[src/rtl/idct_pkg.sv]
// Shared constants, types and arithmetic helpers for the 8-point row IDCT.
// Latency: none (declarations only).
// Backpressure: none (declarations only).
// Contents: cosine table for CW=16/CFRAC=14, FSM state type, accumulator
// sizing helper and the output round/saturate helper.
package idct_pkg;

    localparam int N_PTS  = 8;
    localparam int TAB_CW = 16;

    typedef enum logic [2:0] {
        IDLE,
        LOAD,
        MAC,
        FIN,
        OUT
    } state_t;

    // COS_TAB[k][n] = round(2^14 * c(k)/2 * cos((2n+1)*k*pi/16)),
    // c(0) = 1/sqrt(2), c(k>0) = 1.
    localparam logic signed [TAB_CW-1:0] COS_TAB [N_PTS][N_PTS] = '{
        '{ 16'sd5793,  16'sd5793,  16'sd5793,  16'sd5793,  16'sd5793,  16'sd5793,  16'sd5793,  16'sd5793},
        '{ 16'sd8035,  16'sd6811,  16'sd4551,  16'sd1598, -16'sd1598, -16'sd4551, -16'sd6811, -16'sd8035},
        '{ 16'sd7568,  16'sd3135, -16'sd3135, -16'sd7568, -16'sd7568, -16'sd3135,  16'sd3135,  16'sd7568},
        '{ 16'sd6811, -16'sd1598, -16'sd8035, -16'sd4551,  16'sd4551,  16'sd8035,  16'sd1598, -16'sd6811},
        '{ 16'sd5793, -16'sd5793, -16'sd5793,  16'sd5793,  16'sd5793, -16'sd5793, -16'sd5793,  16'sd5793},
        '{ 16'sd4551, -16'sd8035,  16'sd1598,  16'sd6811, -16'sd6811, -16'sd1598,  16'sd8035, -16'sd4551},
        '{ 16'sd3135, -16'sd7568,  16'sd7568, -16'sd3135, -16'sd3135,  16'sd7568, -16'sd7568,  16'sd3135},
        '{ 16'sd1598, -16'sd4551,  16'sd6811, -16'sd8035,  16'sd8035, -16'sd6811,  16'sd4551, -16'sd1598}
    };

    // Eight products of DW+CW bits can grow by at most 3 bits.
    function automatic int acc_width(input int dw, input int cw);
        return dw + cw + 3;
    endfunction

    // Round half up by adding 2^(frac-1), arithmetic shift, then clip to a
    // signed ow-bit range. Callers sign-extend their accumulator to 64 bits.
    function automatic logic signed [63:0] round_sat(input logic signed [63:0] acc,
                                                     input int frac,
                                                     input int ow);
        logic signed [63:0] v;
        logic signed [63:0] hi;
        logic signed [63:0] lo;
        v  = (acc + (64'sd1 <<< (frac - 1))) >>> frac;
        hi = (64'sd1 <<< (ow - 1)) - 64'sd1;
        lo = -(64'sd1 <<< (ow - 1));
        if (v > hi) begin
            return hi;
        end
        if (v < lo) begin
            return lo;
        end
        return v;
    endfunction

endpackage

[src/rtl/idct_cos_rom.sv]
// Cosine coefficient lookup T[k][n], one read port per MAC lane.
// Latency: combinational.
// Backpressure: none; pure lookup.
// Ports: i_k  - coefficient index shared by all lanes
//        i_n  - per-lane output index, lane l at [l*3 +: 3]
//        o_t  - per-lane signed table entry, lane l at [l*CW +: CW]
module idct_cos_rom
    import idct_pkg::*;
#(
    parameter int CW    = 16,
    parameter int LANES = 1
) (
    input  logic [2:0]          i_k,
    input  logic [3*LANES-1:0]  i_n,
    output logic [CW*LANES-1:0] o_t
);

    // Table is generated for 16-bit entries; other CW values are a plain
    // signed resize of the same constants.
    for (genvar l = 0; l < LANES; l++) begin : g_port
        assign o_t[l*CW +: CW] = CW'(COS_TAB[i_k][i_n[l*3 +: 3]]);
    end

endmodule

[src/rtl/idct_row_pipe.sv]
// Signed 8-point 1-D row IDCT over LANES parallel MAC lanes, rounded and saturated.
// Latency: accept edge to out_valid = 64/LANES + 2 cycles; one row in flight.
// Backpressure: in_ready low from accept until output handshake; out_samples held while out_ready low.
// Ports: clk/rst (sync, active high); in_valid/in_ready/in_coeffs (X[k] at [k*DW +: DW]);
//        out_valid/out_ready/out_samples (x[n] at [n*OW +: OW]); busy high whenever a row is in flight.
module idct_row_pipe
    import idct_pkg::*;
#(
    parameter int DW    = 16,
    parameter int OW    = 16,
    parameter int CW    = 16,
    parameter int CFRAC = 14,
    parameter int LANES = 1
) (
    input  logic            clk,
    input  logic            rst,
    input  logic            in_valid,
    output logic            in_ready,
    input  logic [8*DW-1:0] in_coeffs,
    output logic            out_valid,
    input  logic            out_ready,
    output logic [8*OW-1:0] out_samples,
    output logic            busy
);

    localparam int ACCW   = acc_width(DW, CW);
    localparam int PW     = DW + CW;
    localparam int GROUPS = N_PTS / LANES;
    localparam int GW     = (GROUPS > 1) ? $clog2(GROUPS) : 1;

    state_t               r_state;
    logic signed [DW-1:0] r_row [N_PTS];
    logic [2:0]           r_k;
    logic [GW-1:0]        r_g;
    logic                 r_in_ready;
    logic                 r_out_valid;
    logic                 r_busy;
    logic [8*OW-1:0]      r_out;

    logic signed [DW-1:0] w_x;
    logic [3*LANES-1:0]   w_n;
    logic [CW*LANES-1:0]  w_t;
    logic [8*OW-1:0]      w_res;
    logic                 w_mac_last;

    assign w_x        = r_row[r_k];
    assign w_mac_last = (r_k == 3'd7) && (r_g == GW'(GROUPS - 1));

    idct_cos_rom #(
        .CW    (CW),
        .LANES (LANES)
    ) u_rom (
        .i_k (r_k),
        .i_n (w_n),
        .o_t (w_t)
    );

    // Lane l serves outputs n = g*LANES + l; group g selects which of its
    // accumulators is live while k sweeps 0..7.
    for (genvar l = 0; l < LANES; l++) begin : g_lane
        logic signed [CW-1:0] w_coef;
        logic [PW-1:0]        w_prod;

        assign w_n[l*3 +: 3] = 3'(int'(r_g) * LANES + l);
        assign w_coef        = w_t[l*CW +: CW];
        // Both operands sign-extended to PW bits: the low PW bits of the
        // product are the exact signed product.
        assign w_prod = {{CW{w_x[DW-1]}}, w_x} * {{DW{w_coef[CW-1]}}, w_coef};

        for (genvar j = 0; j < GROUPS; j++) begin : g_acc
            logic signed [ACCW-1:0] r_acc;

            always_ff @(posedge clk) begin
                if (rst || r_state == LOAD) begin
                    r_acc <= '0;
                end else if (r_state == MAC && r_g == GW'(j)) begin
                    r_acc <= r_acc + {{(ACCW-PW){w_prod[PW-1]}}, w_prod};
                end
            end

            assign w_res[(j*LANES+l)*OW +: OW] =
                OW'(round_sat({{(64-ACCW){r_acc[ACCW-1]}}, r_acc}, CFRAC, OW));
        end
    end

    always_ff @(posedge clk) begin
        if (rst) begin
            r_state     <= IDLE;
            r_in_ready  <= 1'b1;
            r_out_valid <= 1'b0;
            r_busy      <= 1'b0;
            r_out       <= '0;
            r_k         <= '0;
            r_g         <= '0;
            for (int i = 0; i < N_PTS; i++) begin
                r_row[i] <= '0;
            end
        end else begin
            case (r_state)
                IDLE: begin
                    if (in_valid && r_in_ready) begin
                        for (int i = 0; i < N_PTS; i++) begin
                            r_row[i] <= in_coeffs[i*DW +: DW];
                        end
                        r_in_ready <= 1'b0;
                        r_busy     <= 1'b1;
                        r_state    <= LOAD;
                    end
                end
                LOAD: begin
                    r_k     <= '0;
                    r_g     <= '0;
                    r_state <= MAC;
                end
                MAC: begin
                    r_k <= r_k + 3'd1;
                    if (r_k == 3'd7) begin
                        if (w_mac_last) begin
                            r_state <= FIN;
                        end else begin
                            r_g <= r_g + GW'(1);
                        end
                    end
                end
                FIN: begin
                    r_out       <= w_res;
                    r_out_valid <= 1'b1;
                    r_state     <= OUT;
                end
                OUT: begin
                    if (out_ready) begin
                        r_out_valid <= 1'b0;
                        r_in_ready  <= 1'b1;
                        r_busy      <= 1'b0;
                        r_state     <= IDLE;
                    end
                end
                default: begin
                    r_state <= IDLE;
                end
            endcase
        end
    end

    assign in_ready    = r_in_ready;
    assign out_valid   = r_out_valid;
    assign out_samples = r_out;
    assign busy        = r_busy;

endmodule

[config.mk]
export PLATFORM = sky130hd
export DESIGN_NAME = idct_row_pipe
export DESIGN_NICKNAME = d
export VERILOG_FILES = /design/src/rtl/idct_pkg.sv /design/src/rtl/idct_cos_rom.sv /design/src/rtl/idct_row_pipe.sv
export SDC_FILE = /design/constraint.sdc
export NUM_CORES = 2
export LEC_CHECK = 0
export CORE_MARGIN = 1.5
export CORE_UTILIZATION = 61
export CTS_CLUSTER_DIAMETER = 150
export DETAILED_ROUTE_END_ITERATION = 7
export GPL_TIMING_DRIVEN = 0
export PLACE_DENSITY = 0.81
export SYNTH_ARGS = -nofsm -noshare
export SYNTH_HDL_FRONTEND = slang
export SYNTH_HIERARCHICAL = 1
export SYNTH_SLANG_ARGS = --single-unit
[constraint.sdc]
create_clock -name clk -period 21.6 [get_ports clk]
set_input_delay 2.16 -clock clk [delete_from_list [all_inputs] [get_ports clk]]
set_output_delay 2.16 -clock clk [all_outputs]
set_load 0.01 [all_outputs]
Yosys cells after proc, flatten, opt, wreduce, memory -nomap -nowiden
Memory sizes are Yosys's and may differ from the RTL's. A register that Yosys moved wholly into a read port is not among the register bits.
Cells that the tools add are included.

cells by class
  bitwise gates (word level) = 10
  multiplexer cells = 93
  eq/ne operators = 17
  add/subtract/negate cells = 18
  reduce and logical (&&, ||, !) cells = 20
  multipliers = 1
  order comparisons = 18

operators with widths
  operator                                                                 count
  16-bit two-way mux                                                       42
  35-bit by 15-bit adder with 36-bit output (second input constant)        8
  35-bit adder                                                             8
  128-bit two-way mux                                                      2
  22-bit by 16-bit > comparator with 1-bit output (second input constant)  8
  22-bit by 16-bit < comparator with 1-bit output (second input constant)  8
  16-bit binary-select mux with 3-bit select                               1
  1-bit two-way mux                                                        34
  16-bit by 16-bit multiplier with 32-bit output                           1
  3-bit two-way mux                                                        8
  3-bit equality test (second input constant)                              6
  3-bit one-hot mux with 5 select lines                                    1
  3-bit by 2-bit equality test with 1-bit output (second input constant)   4
  3-bit one-hot mux with 2 select lines                                    2
  1-bit logical AND                                                        10
  4-bit >= comparator (second input constant)                              2
  2-bit inequality test (second input constant)                            4
  3-bit inverter with 4-bit output                                         2
  1-bit bitwise OR                                                         8
  3-bit by 1-bit adder with 3-bit output (second input constant)           2
  3-bit by 1-bit equality test with 1-bit output (second input constant)   2
  3-bit logical NOT                                                        2
  1-bit one-hot mux with 2 select lines                                    3
  3-bit AND reduction                                                      2
  other kinds (5)                                                          7

storage, ports and cells
  output and inout bits = 131
  memory bits (writable) = 128
  memories = 2
  input port bits = 132
  memory bits (read-only) = 1024
  register bits after elaboration = 420
  word-level logic and storage cells = 194

memory list
  name             depth  width  rd ports  clocked after memory_dff  write ports  line                 source
  (no name shown)  8      128    1         0                         0            idct_cos_rom.sv:21   assign o_t[l*CW +: CW] = CW'(COS_TAB[i_k][i_n[l*3 +: 3]]);
  r_row            8      16     1         1                         8            idct_row_pipe.sv:32  logic signed [DW-1:0] r_row [N_PTS];

Logic depth before layout (Yosys ltp)
  word-level depth = 9
  gate-level depth with buffers = 46
  gate-level depth less buffers = 43

By module
The synthesis kept the hierarchy.

modules (own cells, without submodules)
  module         area each (sq um)  cells each  seq. area each (sq um)  times used
  idct_row_pipe  46633.5            5495        12311.8                 1
  idct_cos_rom   1666.6             250         0.0                     1

Least setup slack after synthesis
No wires, ideal clock.

  path type = reg-to-reg
  start point = reg r_k[0]
  end point = reg g_lane[0].g_acc[4].r_acc[33]
  library setup time = 0.120 ns
  cell stages (with the launch flop) = 41
  slack = 11.265 ns
  path buffers = 3
  data arrival time = 10.216 ns
  required time = 21.480 ns
  period minus slack after synthesis = 10.335 ns
  cells stage by stage = dfxtp_1 > buf_2 > inv_1 > ha_1 > buf_2 > mux4_2 > a22o_1 > a31oi_1 > clkbuf_1 > nand2_1 > fa_1 > inv_1 > fa_1 > inv_1 > fa_1 > inv_1 > fa_1 > fa_1 > [... 5 more ...] > nand2_1 > o31ai_2 > o2111ai_2 > o211ai_2 > nand2_1 > a21oi_1 > o21a_1 > nor2_1 > xnor2_1 > ha_1 > and3_1 > a22o_1 > or3b_1 > a21oi_1 > nor2b_1 > nor2_1 > nor4b_1 > o31a_1

on the way
  cells in the longest elaborated chain, start to end = 9

RTL lines
  element                                                  line                  source
  start, declared                                          idct_row_pipe.sv:33   logic [2:0] r_k;
  start signal, assigned                                   idct_row_pipe.sv:116  r_k <= r_k + 3'd1;
  3-bit inverter with 4-bit output (not written as such)   idct_cos_rom.sv:21
  memory 8 x 128 bit                                       n/a
  128-bit two-way mux (not written as such) (2 in series)  idct_cos_rom.sv:21
  16-bit binary-select mux with 3-bit select               idct_cos_rom.sv:21
  16-bit two-way mux (not written as such) (2 in series)   idct_cos_rom.sv:21
  via g_lane[0].w_coef[7]                                  idct_row_pipe.sv:61   logic signed [CW-1:0] w_coef;
  16-bit by 16-bit multiplier with 32-bit output           idct_row_pipe.sv:68   assign w_prod = {{CW{w_x[DW-1]}}, w_x} * {{DW{w_coef[CW-1]}}, w_coef};
  35-bit adder                                             idct_row_pipe.sv:77   r_acc <= r_acc + {{(ACCW-PW){w_prod[PW-1]}}, w_prod};
  end signal, assigned                                     idct_row_pipe.sv:77
  end, declared                                            idct_row_pipe.sv:71   logic signed [ACCW-1:0] r_acc;

The timed path passes the listed nets, and every way through them passes these cells. The select of a mux whose other input is x is not followed.
A chain may end at the register's enable or synchronous reset.

Final worst setup path
  start point = reg r_k[0]
  end point = reg g_lane[0].g_acc[7].r_acc[34]

on the way
  cells in the longest elaborated chain, start to end = 9

RTL lines
  element                                                  line
  3-bit inverter with 4-bit output (not written as such)   idct_cos_rom.sv:21
  memory 8 x 128 bit                                       n/a
  128-bit two-way mux (not written as such) (2 in series)  idct_cos_rom.sv:21
  16-bit binary-select mux with 3-bit select               idct_cos_rom.sv:21
  16-bit two-way mux (not written as such) (2 in series)   idct_cos_rom.sv:21
  via g_lane[0].w_coef[7]                                  idct_row_pipe.sv:61
  16-bit by 16-bit multiplier with 32-bit output           idct_row_pipe.sv:68
  35-bit adder                                             idct_row_pipe.sv:77
  end signal, assigned                                     idct_row_pipe.sv:77
  end, declared                                            idct_row_pipe.sv:71

The timed path passes the listed nets, and every way through them passes these cells. The select of a mux whose other input is x is not followed.

==> flow_metrics.py <==
metrics = {
    "finish": {
        "final_area_um2": 55200,
        "drive_above_1_share_pct": 5.00,
        "area_growth_pct": 14.3,
        "num-nets-final": 6912,
    },
    "clock_network": {
        "clockBufferDepth": 3,
        "cts_buffers": 67,
        "cts_resized": 0,
        "clk_latency_ns": 0.63,
        "hold_buffers": 0,
        "cts_tree": "yes",
        "postCtsSetupBuffers": 0,
        "root_buffer": "clkbuf_16",
        "clkSinkCount": 551,
        "h-tree-depth": 3,
        "clk_pin_slew_worst_paths_ns": 0.06,
    },
    "hold_path": {
        "holdPathStages": 1,
        "worstHoldPathType": "reg2reg",
    },
    "sta": {
        "final-setup-viol-count": 0,
        "hold_viol_final": 0,
        "skew_ns": 0.0380,
        "hold_ws_ns": 0.454,
        "post-route-period-util_pct": 62.1,
        "worst_pin_slew_ns": 1.46,
        "relSlewSlack_pct": 2.76,
        "fmax_mhz": 74.6,
        "fin_crit_ns": 13.41,
        "grt_setup_unrepaired": "false",
        "tns_ns": 0,
        "report.final.slew_viol_count": 0,
    },
    "synth": {
        "synth.area.top_cells": "dfxtp_1 (18%), fa_1 (11%), ha_1 (11%), edfxtp_1 (8.0%), nand2_1 (5.9%)",
        "synth.net_count": 6554,
        "syn_avg_cell_area_um2": 8.41,
        "synth_top_area_cell": "dfxtp_1",
        "synth_edf_count": 128,
        "synth_area_um2": 48300,
        "syn_inst": 5745,
        "yosys_warnings": 6,
        "synthArstFlopShare_pct": 0,
        "synth_seq_area_share_pct": 25.5,
        "yosys_most_used_dff": "dfxtp_1",
        "synth.distinct_cells": 104,
        "synth.top_cell.area_share_pct": 17.5,
        "yosys_register_bits": 551,
    },
    "critical_path": {
        "crit_path_end_kind": "register",
        "slowest_stage": "a31oi_1",
        "arrival_ns": 13.92,
        "crit_fanout": 12,
        "path_class": "reg2reg",
        "required_ns": 22.11,
        "max_stage_delay_ns": 1.16,
        "r2r_cells": 42,
        "cp-start-kind": "register",
    },
    "floorplanning": {
        "die_y_um": 284,
        "dieArea_um2": 80900,
        "dieWidth_um": 284,
        "fp.coreArea_um2": 78600,
        "initial_utilization_pct": 61.4,
        "row_count": 103,
        "io_pins": 263,
    },
    "route": {
        "drc": 0,
        "drtPass1Iterations": 6,
        "via_count": 44500,
        "vias_per_cell": 6.16,
        "routedWlPerCell_um": 21.6,
        "drtAntennaViolNets": 0,
        "first_iter_violations": 4305,
        "wirelength_mm": 156,
    },
    "grt": {
        "globalRouteOverflowTotal": 0,
        "grt_usage_pct": 37.7,
        "antenna_found_initial": 12,
        "grt_pass1_wl_mm": 239,
        "grt_max_degree": 56,
        "grt_pass1_vias": 43400,
    },
    "placement": {
        "numPortBuffers": 261,
        "dpl.hpwl_mm": 119,
        "place_area_um2": 52900,
        "gp_congestion": 1.01,
    },
    "flow_run": {
        "cap_violations": 0,
    },
    "outcome": {
        "status": "finished, final reports clean",
    },
}
[synthesized netlist by cell type (33+ instances only)]
| cell | n |
|---|---|
| o211ai_1 | 33 |
| edfxtp_1 | 128 |
| nand2b_1 | 65 |
| a21o_1 | 138 |
| and2_1 | 202 |
| nor2b_1 | 92 |
| nor3_1 | 152 |
| xnor2_1 | 260 |
| mux4_2 | 34 |
| a21oi_1 | 526 |
| nand2_1 | 763 |
| ha_1 | 407 |
| clkbuf_1 | 205 |
| nand4_1 | 54 |
| dfxtp_1 | 423 |
| nor2_1 | 397 |
| o21bai_1 | 43 |
| fa_1 | 270 |
| o21a_1 | 88 |
| o21ai_0 | 174 |
| xor2_1 | 130 |
| a211oi_1 | 135 |
| and3_1 | 71 |
| nand3_1 | 143 |
| a31oi_1 | 43 |
| inv_1 | 376 |
[placed cells by master (no fill, tap or decap), drive strengths merged, types with 13 or more instances in the layout]
master and instances:
nand4 54, o21ai 197, o211ai 34, and2 202, a211oi 137, a21oi 528
nand2 764, xnor2 261, o21a 88, fa 270, o31ai 24, edfxtp 128
nor3 153, or3 21, buf 72, clkdlybuf4s50 261, a21o 138, and4 17
inv 382, a31oi 45, clkbuf 296, nand3 144, mux4 35, nor2b 94
xor2 130, and3 71, ha 407, o21bai 43, nor2 399, or2 20
mux2 13, clkinv 18, nand2b 65, dfxtp 423
[registers in the layout (all words and copies together) (netlist names), named ones only]
name                flops
busy                    1
g_lane.g_acc.r_acc    280
in_ready                1
out_samples           128
out_valid               1
r_g                     3
r_k                     3
r_row                 128
r_state                 3
[per-stage QoR]
stage               utilization, %  instances  worst slack, ns
floorplan                        -       5745            11.26
global placement              66.4       7056             6.98
detailed placement            67.3       7084             8.70
CTS                           70.2       7206             8.56
global route                  70.2       7216             7.69
finish                        70.2       7216             8.19
[path summary, 6_finish.rpt]
kind                        from                                         to  slack, ns
max reg2reg  r_k[0]$_SDFFE_PP0N_  g_lane[0].g_acc[7].r_acc[34]$_SDFFE_PP0P_       8.19
max          r_k[0]$_SDFFE_PP0N_  g_lane[0].g_acc[7].r_acc[34]$_SDFFE_PP0P_       8.19
min reg2reg    busy$_SDFFE_PP0P_                          busy$_SDFFE_PP0P_       0.45
min            busy$_SDFFE_PP0P_                          busy$_SDFFE_PP0P_       0.45
[area by class of cell]
class | count | area [um2]
flip-flops and latches | 551 | 12300
well taps | 1050 | 1310
diodes | 10 | 25.0
fillers | 6279 | 23400
clock inverters | 33 | 354
plain buffers | 251 | 1040
inverters | 379 | 1420
multi-input cells | 4564 | 33700
repair buffers | 289 | 3050
clock buffers | 89 | 1940
[worst max-delay path: cells and delay by family (launching register included)]
kind	cells	cell delay (ns)
buf+inv	9	1.65
simple gates	12	2.69
flops	1	0.57
compound gates	11	3.30
xor+xnor	1	0.68
fa+ha+maj	9	4.40
[metal layers]
metal / part of all wire, % / global-route usage (%)
met1: 38 / 45.8
met2: 46 / 61.9
met3: 8.1 / 6.33
met4: 7.2 / 24.3
met5: 0.0070 / 0
[cell families after synthesis]
group	after synthesis	share of synthesized area, %
AO/OA/AOI/OAI	1374	18.0
XOR/XNOR	396	7.34
adder cells (fa/ha/maj)	677	21.7
buffers and inverters	630	5.10
flip-flops	551	25.5
multiplexers	60	2.19
AND/OR/NAND/NOR	2057	20.2
Power is left out: the tool's default activity adds up to more than one toggle a clock period on the data nets, which glitch-free logic cannot reach.
